<file path="config.mk">
export PLATFORM = sky130hd
export DESIGN_NAME = serial_tx
export DESIGN_NICKNAME = d
export VERILOG_FILES = /design/src/rtl/serial_tx_pkg.sv /design/src/rtl/serial_tx_bit_tick.sv /design/src/rtl/serial_tx.sv
export SDC_FILE = /design/constraint.sdc
export NUM_CORES = 1
export LEC_CHECK = 0
export ABC_AREA = 0
export CORE_MARGIN = 2
export CORE_UTILIZATION = 50
export DETAILED_ROUTE_END_ITERATION = 8
export GPL_ROUTABILITY_DRIVEN = 0
export GPL_TIMING_DRIVEN = 0
export PLACE_DENSITY = 0.66
export SYNTH_ARGS = -nofsm -noshare
export SYNTH_HDL_FRONTEND = slang
export SYNTH_SLANG_ARGS = --single-unit
</file>
<file path="constraint.sdc">
create_clock -name clock -period 5.3 [get_ports clock]
set_input_delay 1.06 -clock clock [delete_from_list [all_inputs] [get_ports clock]]
set_output_delay 1.06 -clock clock [all_outputs]
set_load 0.02 [all_outputs]
</file>
<file path="src/rtl/serial_tx_pkg.sv">
// Shared types and constants for the serial byte transmitter.
package serial_tx_pkg;

    typedef enum logic [1:0] {
        IDLE      = 2'd0,
        SHIFT     = 2'd1,
        WAIT_DONE = 2'd2
    } state_t;

    localparam int unsigned DEFAULT_BIT_DIV = 10;
    localparam int unsigned DEFAULT_TIMEOUT = 1000;
    localparam int unsigned FIFO_DEPTH      = 4;

    function automatic logic [15:0] sat_inc16(input logic [15:0] value);
        return (value == 16'hFFFF) ? value : value + 16'd1;
    endfunction

endpackage

</file>
<file path="src/rtl/serial_tx_bit_tick.sv">
// Bit-period tick counter: one-cycle tick every BIT_DIV enabled cycles.
module bit_tick_gen
    import serial_tx_pkg::*;
#(
    parameter int unsigned BIT_DIV = DEFAULT_BIT_DIV
) (
    input  logic clock,
    input  logic reset,
    input  logic clear,
    input  logic enable,
    output logic tick
);

    localparam logic [7:0] LAST = 8'(BIT_DIV - 1);

    logic [7:0] count;

    always_ff @(posedge clock or posedge reset) begin
        if (reset) begin
            count <= 8'd0;
        end else if (clear) begin
            count <= 8'd0;
        end else if (enable) begin
            if (count == LAST) begin
                count <= 8'd0;
            end else begin
                count <= count + 8'd1;
            end
        end
    end

    assign tick = enable && (count == LAST);

endmodule

</file>
<file path="src/rtl/serial_tx.sv">
// Byte-to-serial transmitter with downstream completion handshake and timeout.
// Define SERIAL_TX_BUF_EN to place a 4-entry input FIFO ahead of the shift register.
module serial_tx
    import serial_tx_pkg::*;
#(
    parameter int unsigned BIT_DIV = DEFAULT_BIT_DIV,
    parameter int unsigned TIMEOUT = DEFAULT_TIMEOUT
) (
    input  logic       clock,
    input  logic       reset,
    input  logic [7:0] tx_data_in,
    input  logic       tx_valid_in,
    output logic       tx_ready_out,
    output logic       data_out,
    output logic       write_out,
    input  logic       status_in,
    output logic       busy_out,
    output logic       error_out
);

    localparam logic [16:0] TIMEOUT_W = 17'(TIMEOUT);

    state_t      state;
    logic [7:0]  shreg;
    logic [2:0]  bit_cnt;
    logic [15:0] tout_cnt;
    logic [16:0] tout_next;
    logic        data_q;
    logic        busy_q;
    logic        error_q;
    logic        run_q;
    logic        start;
    logic [7:0]  start_byte;
    logic        tick;
    logic        shift_en;

`ifdef SERIAL_TX_BUF_EN
    logic [7:0] fifo_mem [FIFO_DEPTH];
    logic [1:0] wr_ptr;
    logic [1:0] rd_ptr;
    logic [2:0] fifo_cnt;
    logic       fifo_full;
    logic       fifo_empty;
    logic       push;

    assign fifo_full    = (fifo_cnt == 3'(FIFO_DEPTH));
    assign fifo_empty   = (fifo_cnt == 3'd0);
    assign tx_ready_out = run_q && !fifo_full;
    assign push         = tx_valid_in && tx_ready_out;
    // Pop only from a non-empty FIFO, so a push into an empty FIFO never bypasses it.
    assign start        = (state == IDLE) && run_q && !fifo_empty && !status_in;
    assign start_byte   = fifo_mem[rd_ptr];

    always_ff @(posedge clock or posedge reset) begin
        if (reset) begin
            fifo_mem <= '{default: 8'h00};
            wr_ptr   <= 2'd0;
            rd_ptr   <= 2'd0;
            fifo_cnt <= 3'd0;
        end else begin
            if (push) begin
                fifo_mem[wr_ptr] <= tx_data_in;
                wr_ptr           <= wr_ptr + 2'd1;
            end
            if (start) begin
                rd_ptr <= rd_ptr + 2'd1;
            end
            fifo_cnt <= fifo_cnt + 3'(push) - 3'(start);
        end
    end
`else
    // run_q holds ready low while reset is asserted and until the first clock after it.
    assign tx_ready_out = run_q && (state == IDLE) && !status_in;
    assign start        = tx_valid_in && tx_ready_out;
    assign start_byte   = tx_data_in;
`endif

    assign shift_en = (state == SHIFT);

    bit_tick_gen #(
        .BIT_DIV (BIT_DIV)
    ) u_bit_tick (
        .clock  (clock),
        .reset  (reset),
        .clear  (start),
        .enable (shift_en),
        .tick   (tick)
    );

    assign tout_next = {1'b0, tout_cnt} + 17'd1;

    always_ff @(posedge clock or posedge reset) begin
        if (reset) begin
            state    <= IDLE;
            shreg    <= 8'h00;
            bit_cnt  <= 3'd0;
            tout_cnt <= 16'd0;
            data_q   <= 1'b0;
            busy_q   <= 1'b0;
            error_q  <= 1'b0;
            run_q    <= 1'b0;
        end else begin
            run_q   <= 1'b1;
            error_q <= 1'b0;
            unique case (state)
                IDLE: begin
                    if (start) begin
                        shreg   <= start_byte;
                        bit_cnt <= 3'd0;
                        data_q  <= start_byte[7];
                        busy_q  <= 1'b1;
                        state   <= SHIFT;
                    end
                end
                SHIFT: begin
                    if (tick) begin
                        shreg   <= {shreg[6:0], 1'b0};
                        bit_cnt <= bit_cnt + 3'd1;
                        if (bit_cnt == 3'd7) begin
                            state    <= WAIT_DONE;
                            tout_cnt <= 16'd0;
                            data_q   <= 1'b0;
                        end else begin
                            data_q <= shreg[6];
                        end
                    end
                end
                WAIT_DONE: begin
                    // The first WAIT_DONE cycle never completes: the counter must be >= 1.
                    if (!status_in && (tout_cnt != 16'd0)) begin
                        state  <= IDLE;
                        busy_q <= 1'b0;
                    end else if (status_in && (tout_next >= TIMEOUT_W)) begin
                        state   <= IDLE;
                        busy_q  <= 1'b0;
                        error_q <= 1'b1;
                    end else begin
                        tout_cnt <= sat_inc16(tout_cnt);
                    end
                end
                default: begin
                    state <= IDLE;
                end
            endcase
        end
    end

    assign data_out  = data_q;
    assign write_out = tick;
    assign busy_out  = busy_q;
    assign error_out = error_q;

endmodule

</file>
**Word-level counts from Yosys, hierarchy flattened**

Cells that the tools add are included.

- Flip-flop bits (word level): 40
- Bits of input ports: 12
- Output and inout bits: 5
- Word-level logic and storage cells: 75

- Add/subtract/negate cells: 4
- Order comparisons: 1
- Equality and inequality tests: 12
- Mux-type cells: 32
- Reduce and logical (&&, ||, !) cells: 17

Operators with widths:

| kind | count |
|---|---|
| $mux W16 | 5 |
| $pmux W16 S2 | 1 |
| $mux W8 | 3 |
| $add A16 B1 Y17 const B | 1 |
| $ge A17 B10 Y1 const B | 1 |
| $add A16 B1 Y16 const B | 1 |
| $eq A16 B16 Y1 const B | 1 |
| $reduce_bool A16 Y1 | 1 |
| $mux W7 | 2 |
| $pmux W7 S2 | 1 |
| $ne A2 B2 Y1 const B | 6 |
| $mux W2 | 5 |
| $mux W1 | 9 |
| $add A8 B1 Y8 const B | 1 |
| $eq A8 B4 Y1 const B | 1 |
| $reduce_bool A2 Y1 | 4 |
| $logic_and A1 B1 Y1 | 6 |
| $mux W3 | 2 |
| $pmux W2 S3 | 1 |
| $pmux W3 S2 | 1 |
| $reduce_and A3 Y1 | 2 |
| $reduce_and A6 Y1 | 1 |
| $pmux W1 S2 | 2 |
| $reduce_and A4 Y1 | 1 |
| 7 further kinds | 7 |

**Logic depth before layout (Yosys ltp)**

Gate-level depths: netlist of the first run.

- Depth in word-level cells: 6
- Gate-level depth with buffers: 9
- Depth with buffers taken out: 9

**By module**

From an unflattened synthesis of the first run, not the netlist that was laid out.

- Cell total of the unflattened synthesis: 255
- Area, all modules: 2,376.0 µm²

Modules (own cells, without submodules):

| module | instances | cells each | area each (µm²) | seq. area each (µm²) |
|---|---|---|---|---|
| serial_tx | 1 | 205 | 1,891.8 | 800.8 |
| bit_tick_gen | 1 | 50 | 484.2 | 200.2 |

**Worst setup path after synthesis of the first run**

Ideal clock, no wire load.

- Kind: input -> output
- Start point: input status_in
- End point: output tx_ready_out
- Data arrival time: 1.919 ns
- Data required time: 4.240 ns
- Path slack: 2.321 ns
- Stages on the path: 1
- Cells stage by stage: nor4b_1

- Cells in the longest elaborated chain, start to end: 2

RTL lines:

| item | line | RTL |
|---|---|---|
| start: declaration | serial_tx.sv:16 | `input logic status_in,` |
| $logic_not A1 Y1 | serial_tx.sv:73 | `assign tx_ready_out = run_q && (state == IDLE) && !status_in;` |
| $logic_and A1 B1 Y1 | serial_tx.sv:73 |  |
| end: declaration | serial_tx.sv:13 | `output logic tx_ready_out,` |

No other way between the ends.

**Worst setup path after layout of the first run**

Ends and elaborated chain as after synthesis.

==> flow_metrics.env, run 1 <==
export IMPL_dp_hpwl_um=3470
export IMPL_floorplan_initialDensity=0.525
export IMPL_p_seq_frac=0.542
export IMPL_swShare=0.195
export IMPL_clk_path_buf_depth=2
export IMPL_power_density_nw_per_um2=214
export IMPL_drtPass1Iterations=4
export IMPL_arrival_ns=2.94
export IMPL_route_detailed_drc=0
export IMPL_seq_area_frac_synth=0.435
export IMPL_grt_pass1_wl_um=8670
export IMPL_die_height_um=71.9
export IMPL_tightest_slew_ns=0.827
export IMPL_fin_setup_tns_ns=0
export IMPL_cts_made_buffers=5
export IMPL_period_minus_slack_ns=4.00
export IMPL_drv_cap=0
export IMPL_routed_wl_um=4850
export IMPL_nNetsFinal=296
export IMPL_max_slew_margin=0.448
export IMPL_critPathMaxFanout=6
export IMPL_min_period_over_period=0.755
export IMPL_finClkSkew_ns=0.0126
export IMPL_synthesis_area_sq_um=2300
export IMPL_clk_insertion_delay_late_ns=0.29
export IMPL_antenna_found_initial=0
export IMPL_synth_edff_count=0
export IMPL_cp_start_kind="input port"
export IMPL_synth_ff_type="dfrtp_1"
export IMPL_final_antenna_net_count=0
export IMPL_path_clk_slew_ns=0.07
export IMPL_postCtsResizedCells=0
export IMPL_ctsHoldBuffers=0
export IMPL_drive_gt1_frac=0.122
export IMPL_coreArea_sq_um=4380
export IMPL_drv_slew=0
export IMPL_drt_initial_drc_count=122
export IMPL_die_area_sq_um=5170
export IMPL_cts_htree_levels=2
export IMPL_yosys_register_bits=40
export IMPL_first_global_vias=1898
export IMPL_hold_path_class="flop to flop"
export IMPL_max_clock_freq_ghz=0.250
export IMPL_synthArstFlopShare=1.00
export IMPL_final_cell_mix="42 x nand2_1, 40 x dfrtp_1, 19 x nor2_1"
export IMPL_final_common_cell="nand2_1"
export IMPL_ioPinCount=17
export IMPL_p_int_mw=0.453
export IMPL_cts_tree="built"
export IMPL_setup_violations_final=0
export IMPL_power_frac_comb=0.029
export IMPL_track_usage=0.216
export IMPL_io_buffers=16
export IMPL_clkPwrFrac=0.429
export IMPL_syn_avg_cell_area_sq_um=9.03
export IMPL_status="completed"
export IMPL_worst_ir_drop_vdd_mv=0.203
export IMPL_grt_start_max_net_pins=41
export IMPL_fillerInstances=405
export IMPL_synth_warnings=0
export IMPL_overflow=0
export IMPL_avgRoutedWirePerCell_um=14.7
export IMPL_finalHoldViolations=0
export IMPL_postLayoutCoreUtil=0.601
export IMPL_post_cts_buffers=0
export IMPL_endpoint_kind="primary output"
export IMPL_required_ns=4.24
export IMPL_vias_per_cell=5.69
export IMPL_leakage_nw=1.09
export IMPL_cts_root_buf="clkbuf_8"
export IMPL_fp_dieW_um=71.9
export IMPL_syn_inst=255
export IMPL_rsz0062_at_grt="false"
export IMPL_rows=24
export IMPL_ys_types=58
export IMPL_switchingPower_mw=0.110
export IMPL_num_antenna_cells=0
export IMPL_num_vias=1885
export IMPL_cts_sinks=40
export IMPL_area_growth_syn_to_layout_pct=14.4
export IMPL_crit_type="input port to primary output"
export IMPL_syn_nets=273
-- logic make-up after synthesis --
logic type / Yosys count / synth area share
adder cells (fa/ha/maj): 6 / 0.0326
AO/OA/AOI/OAI: 51 / 0.151
buffers and inverters: 19 / 0.0440
flip-flops: 40 / 0.435
multiplexers: 5 / 0.0217
other: 1 / 0.00163
XOR/XNOR: 4 / 0.0152
AND/OR/NAND/NOR: 129 / 0.299
-- power groups by stage --
stage	Combinational, mW	Sequential, mW	Clock [mW]
floorplan	0.00589	0.311	0
global placement	0.0166	0.311	0
detailed placement	0.0165	0.311	0
CTS	0.0167	0.305	0.253
global route	0.0186	0.305	0.264
finish	0.0161	0.305	0.242
-- final timing paths --
path	start	endpoint	slack, ns	cells past startpoint
setup / recovery	status_in	tx_ready_out	1.30	3
hold / removal	bit_cnt[1]	bit_cnt[1]	0.50	2
setup reg to reg	tout_cnt[0]	tout_cnt[9]	2.77	7
hold reg to reg	bit_cnt[1]	bit_cnt[1]	0.50	2
max in group asynchronous	reset	u_bit_tick.count[6]	3.53	2
min in group asynchronous	reset	tout_cnt[9]	1.25	2
-- cell type report --
type | count | area (sq um) | share of cell area
well taps | 52 | 65.1 | 0.0247
clock buffers | 6 | 72.6 | 0.0275
clock inverters | 2 | 35.0 | 0.0133
plain buffers | 10 | 67.6 | 0.0256
flip-flops and latches | 40 | 1000 | 0.380
inverters | 9 | 33.8 | 0.0128
multi-input cells | 196 | 1200 | 0.456
repair buffers | 16 | 160 | 0.0607
-- critical path, stage by stage --
cell and delay (ns):
clkdlybuf4s50_1 0.52, nor4b_1 0.63, clkdlybuf4s50_1 0.73
-- cell usage after synthesis (4+ instances only) --
cell type	n	share of area
and2_2	6	0.020
nor2_1	19	0.031
ha_1	6	0.033
nor3_1	4	0.0087
a21oi_1	7	0.015
a31oi_1	8	0.022
inv_1	9	0.015
o21ai_0	14	0.030
nand2_1	42	0.068
nor4_1	9	0.024
dfrtp_1	40	0.43
nand3_1	18	0.039
mux2i_1	5	0.022
-- per-layer routing --
metal / part of all wire / up-vias / GRT usage
li1: - / 960 / -
met1: 0.46 / 894 / 0.279
met2: 0.50 / 25 / 0.353
met3: 0.028 / 6 / 0.0506
met4: 0.013 / 0 / 0.0839
met5: 0 / - / 0
-- sequential cells by signal, summed over array words and instances, names as in the netlist, 2 cells and up --
name and count:
state 2, bit_cnt 3, shreg 7, u_bit_tick.count 8, tout_cnt 16
-- through the flow --
| stage | area [sq um] | power (mW) | hold slack (ns) | cells | worst slack (ns) |
|---|---|---|---|---|---|
| after CTS | 2640 | 0.575 | 0.509 | 331 | 1.30 |
| final | 2640 | 0.563 | 0.505 | 331 | 1.30 |
| after global placement | 2530 | 0.328 | 0.481 | 323 | 1.38 |
| after floorplan | 2300 | 0.317 | 0.464 | 255 | 2.32 |
| after global routing | 2640 | 0.588 | 0.554 | 331 | 1.22 |
| after detailed placement | 2530 | 0.328 | 0.493 | 323 | 1.33 |
(Power assumes the default switching activity.)
==> inputs of run 2 (changes only) <==
PLACE_DENSITY = 0.68   (was 0.66)
clock period = 3.6 ns   (was 5.3 ns; I/O delays follow)
==> run 2 against run 1 <==
Non-clock buffer count did not move. First-iteration DRC count fell by 22%. Via count increased by 3.1%. Sequential share of layout area is the same. Register-to-register slack worse by 1.7 ns. Die area is the same. Power is 48% higher. Global-route usage down 0.63 points. Clock power increased by 50%. Largest cell class unchanged.
==> flow_metrics.env, run 2 (synthesized netlist as in run 1, its figures left out) <==
export IMPL_status="completed"
export IMPL_track_usage=0.210
export IMPL_cts_htree_levels=2
export IMPL_grt_pass1_wl_um=8470
export IMPL_antenna_found_initial=0
export IMPL_endpoint_kind="primary output"
export IMPL_final_antenna_net_count=0
export IMPL_dpl_cell_area_sq_um=2530
export IMPL_path_clk_slew_ns=0.07
export IMPL_io_buffers=16
export IMPL_ctsHoldBuffers=0
export IMPL_drive_gt1_frac=0.122
export IMPL_min_period_over_period=0.907
export IMPL_hold_end="bit_cnt[1]"
export IMPL_final_cell_mix="42 x nand2_1, 40 x dfrtp_1, 19 x nor2_1"
export IMPL_num_antenna_cells=0
export IMPL_rr_startpoint="tout_cnt[0]"
export IMPL_fin_setup_tns_ns=0
export IMPL_leakage_nw=1.09
export IMPL_finClkSkew_ns=0.0104
export IMPL_finalHoldViolations=0
export IMPL_cts_made_buffers=5
export IMPL_dp_hpwl_um=3390
export IMPL_max_slew_margin=0.451
export IMPL_tightest_slew_ns=0.822
export IMPL_rsz0062_at_grt="false"
export IMPL_avgRoutedWirePerCell_um=14.6
export IMPL_die_height_um=71.9
export IMPL_reg2reg_slack_ns=1.08
export IMPL_drtPass1Iterations=4
export IMPL_drv_slew=0
export IMPL_area_growth_syn_to_layout_pct=14.4
export IMPL_cts_sinks=40
export IMPL_drv_cap=0
export IMPL_cp_start_kind="flop"
export IMPL_holdPathStages=2
export IMPL_post_cts_buffers=0
export IMPL_cts_root_buf="clkbuf_8"
export IMPL_critPathMaxFanout=6
export IMPL_rows=24
export IMPL_floorplan_initialDensity=0.525
export IMPL_worst_ir_drop_vdd_mv=0.223
export IMPL_max_clock_freq_ghz=0.306
export IMPL_place_inst=323
export IMPL_first_global_vias=1817
export IMPL_finalPower_mw=0.835
export IMPL_fillerInstances=398
export IMPL_postCtsResizedCells=0
export IMPL_cts_tree="built"
export IMPL_coreArea_sq_um=4380
export IMPL_largest_register="tout_cnt"
export IMPL_fp_dieW_um=71.9
export IMPL_final_cell_area_sq_um=2640
export IMPL_drt_initial_drc_count=95
export IMPL_clk_path_buf_depth=2
export IMPL_instances_no_fill=331
export IMPL_overflow=0
export IMPL_final_common_cell="nand2_1"
export IMPL_grt_start_max_net_pins=41
export IMPL_routed_wl_um=4820
export IMPL_top_regs="tout_cnt: 16 flops, u_bit_tick.count: 8 flops, shreg: 7 flops"
export IMPL_period_minus_slack_ns=3.26
export IMPL_power_density_nw_per_um2=317
export IMPL_min_from="bit_cnt[1]"
export IMPL_ioPinCount=17
export IMPL_vias_per_cell=5.87
export IMPL_crit_type="flop to primary output"
export IMPL_hold_worst_slack_ns=0.502
export IMPL_route_detailed_drc=0
export IMPL_arrival_ns=2.54
export IMPL_die_area_sq_um=5170
export IMPL_clk_insertion_delay_late_ns=0.30
export IMPL_setup_violations_final=0
export IMPL_num_vias=1943
export IMPL_largest_register_ffs=16
export IMPL_hold_path_class="flop to flop"
export IMPL_reg2reg_to="tout_cnt[9]"
export IMPL_required_ns=2.88
export IMPL_worst_r2r_cell_count=7
export IMPL_nNetsFinal=296
## run 2: cell counts in the layout (fill, tap and decap cells not counted)
No cell type changed its count.
## run 2: how the worst max path moves through the flow
stage	from	depth (start not counted)	end	slack, ns
2_1_floorplan	status_in	6	data_out	1.08
3_3_place_gp	status_in	3	tx_ready_out	0.39
3_5_place_dp	status_in	3	tx_ready_out	0.38
4_1_cts	u_bit_tick.count[1]	7	write_out	0.31
5_1_grt	u_bit_tick.count[1]	7	write_out	0.06
6_report	u_bit_tick.count[1]	7	write_out	0.34
## run 2: final cells by class
| class | count | area (sq um) | share of cell area |
|---|---|---|---|
| Inverter | 9 | 33.8 | 0.0128 |
| Multi-Input combinational cell | 196 | 1200 | 0.456 |
| Clock buffer | 6 | 72.6 | 0.0275 |
| Tap cell | 52 | 65.1 | 0.0247 |
| Sequential cell | 40 | 1000 | 0.380 |
| Clock inverter | 2 | 35.0 | 0.0133 |
| Timing Repair Buffer | 16 | 160 | 0.0607 |
| Buffer | 10 | 67.6 | 0.0256 |
## run 2: critical path, stage by stage, from the launching register on
cell	delay (ns)
dfrtp_1	0.42
inv_1	0.07
ha_1	0.14
nand4bb_1	0.09
nor4_1	0.49
nand2_1	0.27
inv_1	0.16
clkdlybuf4s50_1	0.61
## run 2: power breakdown
| group | internal (mW) | switching, mW | total, mW |
|---|---|---|---|
| clock | 0.206 | 0.156 | 0.362 |
| combinational | 0.0118 | 0.0118 | 0.0236 |
| sequential | 0.449 | 0.0000859 | 0.450 |
| total | 0.667 | 0.168 | 0.835 |
## run 2: metrics by stage
step | setup slack, ns | util
CTS | 0.310 | 0.601
global placement | 0.388 | 0.577
global route | 0.0634 | 0.601
floorplan | 1.08 | -
detailed placement | 0.382 | 0.577
finish | 0.336 | 0.601
## run 2: routing by layer
| layer | GRT usage | part of all wire |
|---|---|---|
| met1 | 0.281 | 0.47 |
| met2 | 0.332 | 0.47 |
| met3 | 0.0450 | 0.048 |
| met4 | 0.0860 | 0.013 |
| met5 | 0 | 0 |
==> inputs of run 3 (changes only) <==
--- a/constraint.sdc
+++ b/constraint.sdc
@@ -3,2 +3,2 @@
 set_output_delay 0.72 -clock clock [all_outputs]
-set_load 0.02 [all_outputs]
+set_load 0.1 [all_outputs]
==> run 3 against run 2 <==
Utilization decreased by 0.17 points. Routed wire length increased by 1.4%. Count of clock-buffer cells in the layout increased by 2. Clock power decreased by 15%. Flip-flop and latch count unchanged. Sequential power about the same. Clock skew decreased by 0.0038 ns. Cell area decreased by 0.28%. Die area unchanged. First-iteration DRC count increased by 83%. Register-to-register slack about the same. Final cell count unchanged.
==> flow_metrics.env, run 3 (synthesized netlist as in run 1, its figures left out) <==
export IMPL_status="completed"
export IMPL_drv_slew=0
export IMPL_largest_register="tout_cnt"
export IMPL_endpoint_kind="primary output"
export IMPL_final_common_cell="nand2_1"
export IMPL_num_vias=1918
export IMPL_cts_sinks=40
export IMPL_clk_insertion_delay_late_ns=0.29
export IMPL_fin_setup_tns_ns=0
export IMPL_nNetsFinal=296
export IMPL_num_antenna_cells=0
export IMPL_power_density_nw_per_um2=298
export IMPL_vias_per_cell=5.79
export IMPL_io_buffers=16
export IMPL_route_detailed_drc=0
export IMPL_drtPass1Iterations=4
export IMPL_cts_htree_levels=2
export IMPL_rows=24
export IMPL_floorplan_initialDensity=0.525
export IMPL_tightest_slew_ns=0.969
export IMPL_cts_root_buf="clkbuf_8"
export IMPL_avgRoutedWirePerCell_um=14.8
export IMPL_p_int_mw=0.618
export IMPL_critPathMaxFanout=6
export IMPL_arrival_ns=2.81
export IMPL_switchingPower_mw=0.164
export IMPL_clk_path_buf_depth=2
export IMPL_setup_violations_final=0
export IMPL_reg2reg_slack_ns=1.07
export IMPL_final_cell_mix="42 x nand2_1, 40 x dfrtp_1, 19 x nor2_1"
export IMPL_drive_gt1_frac=0.125
export IMPL_first_global_vias=1779
export IMPL_grt_pass1_wl_um=8420
export IMPL_cts_tree="built"
export IMPL_rsz0062_at_grt="false"
export IMPL_drv_cap=0
export IMPL_finalPower_mw=0.782
export IMPL_area_growth_syn_to_layout_pct=14.1
export IMPL_coreArea_sq_um=4380
export IMPL_ctsHoldBuffers=0
export IMPL_dp_hpwl_um=3420
export IMPL_largest_register_ffs=16
export IMPL_final_antenna_net_count=0
export IMPL_p_seq_frac=0.575
export IMPL_hold_path_class="flop to flop"
export IMPL_cp_start_kind="input port"
export IMPL_antenna_found_initial=0
export IMPL_period_minus_slack_ns=3.53
export IMPL_die_height_um=71.9
export IMPL_path_clk_slew_ns=0.07
export IMPL_ioPinCount=17
export IMPL_min_period_over_period=0.982
export IMPL_swShare=0.210
export IMPL_required_ns=2.88
export IMPL_die_area_sq_um=5170
export IMPL_cts_made_buffers=5
export IMPL_max_clock_freq_ghz=0.283
export IMPL_max_slew_margin=0.352
export IMPL_fp_dieW_um=71.9
export IMPL_routed_wl_um=4890
export IMPL_overflow=0
export IMPL_crit_type="input port to primary output"
export IMPL_finClkSkew_ns=0.00655
export IMPL_finalHoldViolations=0
export IMPL_post_cts_buffers=0
export IMPL_instances_no_fill=331
export IMPL_grt_start_max_net_pins=41
export IMPL_place_inst=323
export IMPL_drt_initial_drc_count=174
export IMPL_leakage_nw=1.09
export IMPL_top_regs="tout_cnt: 16 flops, u_bit_tick.count: 8 flops, shreg: 7 flops"
export IMPL_clkPwrFrac=0.394
export IMPL_power_frac_comb=0.031
export IMPL_track_usage=0.206
export IMPL_worst_ir_drop_vdd_mv=0.255
run 3: cell types whose count changed in the layout (fill, tap and decap cells not counted), sizes merged:
cell	delta
clkinv	-1
clkdlybuf4s50	-1
bufinv	-1
clkbuf	+3
run 3: power groups by stage:
stage,sequential [mW],clock [mW],combinational (mW)
floorplan,0.459,0,0.00892
global placement,0.459,0,0.0249
detailed placement,0.459,0,0.0251
CTS,0.450,0.317,0.0253
global route,0.450,0.335,0.0282
finish,0.450,0.308,0.0243
run 3: worst paths after layout:
check | startpoint | endpoint | cells after the start
worst max register to register | tout_cnt[0] | tout_cnt[9] | 7
worst min-delay path | bit_cnt[1] | bit_cnt[1] | 2
worst max-delay path | status_in | tx_ready_out | 3
max in group asynchronous | reset | tout_cnt[7] | 2
min in group asynchronous | reset | u_bit_tick.count[3] | 2
worst min register to register | bit_cnt[1] | bit_cnt[1] | 2
run 3: through the flow:
step           utilization  cell area [sq um]  setup WS (ns)  hold WS [ns]
2_1_floorplan            -               2320          0.796         0.464
3_3_place_gp         0.580               2540         0.0928         0.483
3_5_place_dp         0.580               2540         0.0997         0.494
4_1_cts              0.600               2630         0.0726         0.510
5_1_grt              0.600               2630         0.0477         0.528
6_report             0.600               2630         0.0657         0.510
run 3: what timing repair did:
action                     in CTS  in global routing
pin swaps                       0                  0
gates resized for setup         1                  2
setup endpoints to repair       1                  1
run 3: worst max-delay path: stages:
cell,delay [ns]
clkdlybuf4s50_1,0.55
nor4b_4,0.34
clkdlybuf4s50_1,1.19
run 3: layout make-up:
class	count	area, sq um
plain buffers	10	67.6
clock buffers	8	90.1
fillers	389	1760
inverters	9	33.8
multi-input cells	196	1220
flip-flops and latches	40	1000
well taps	52	65.1
repair buffers	16	155
run 3: per-layer routing:
metal	track usage	vias up	wire length, um
met4	0.0440	0	41
met2	0.341	56	2350
li1	-	960	-
met3	0.0338	8	230
met5	0	-	0
met1	0.289	894	2270
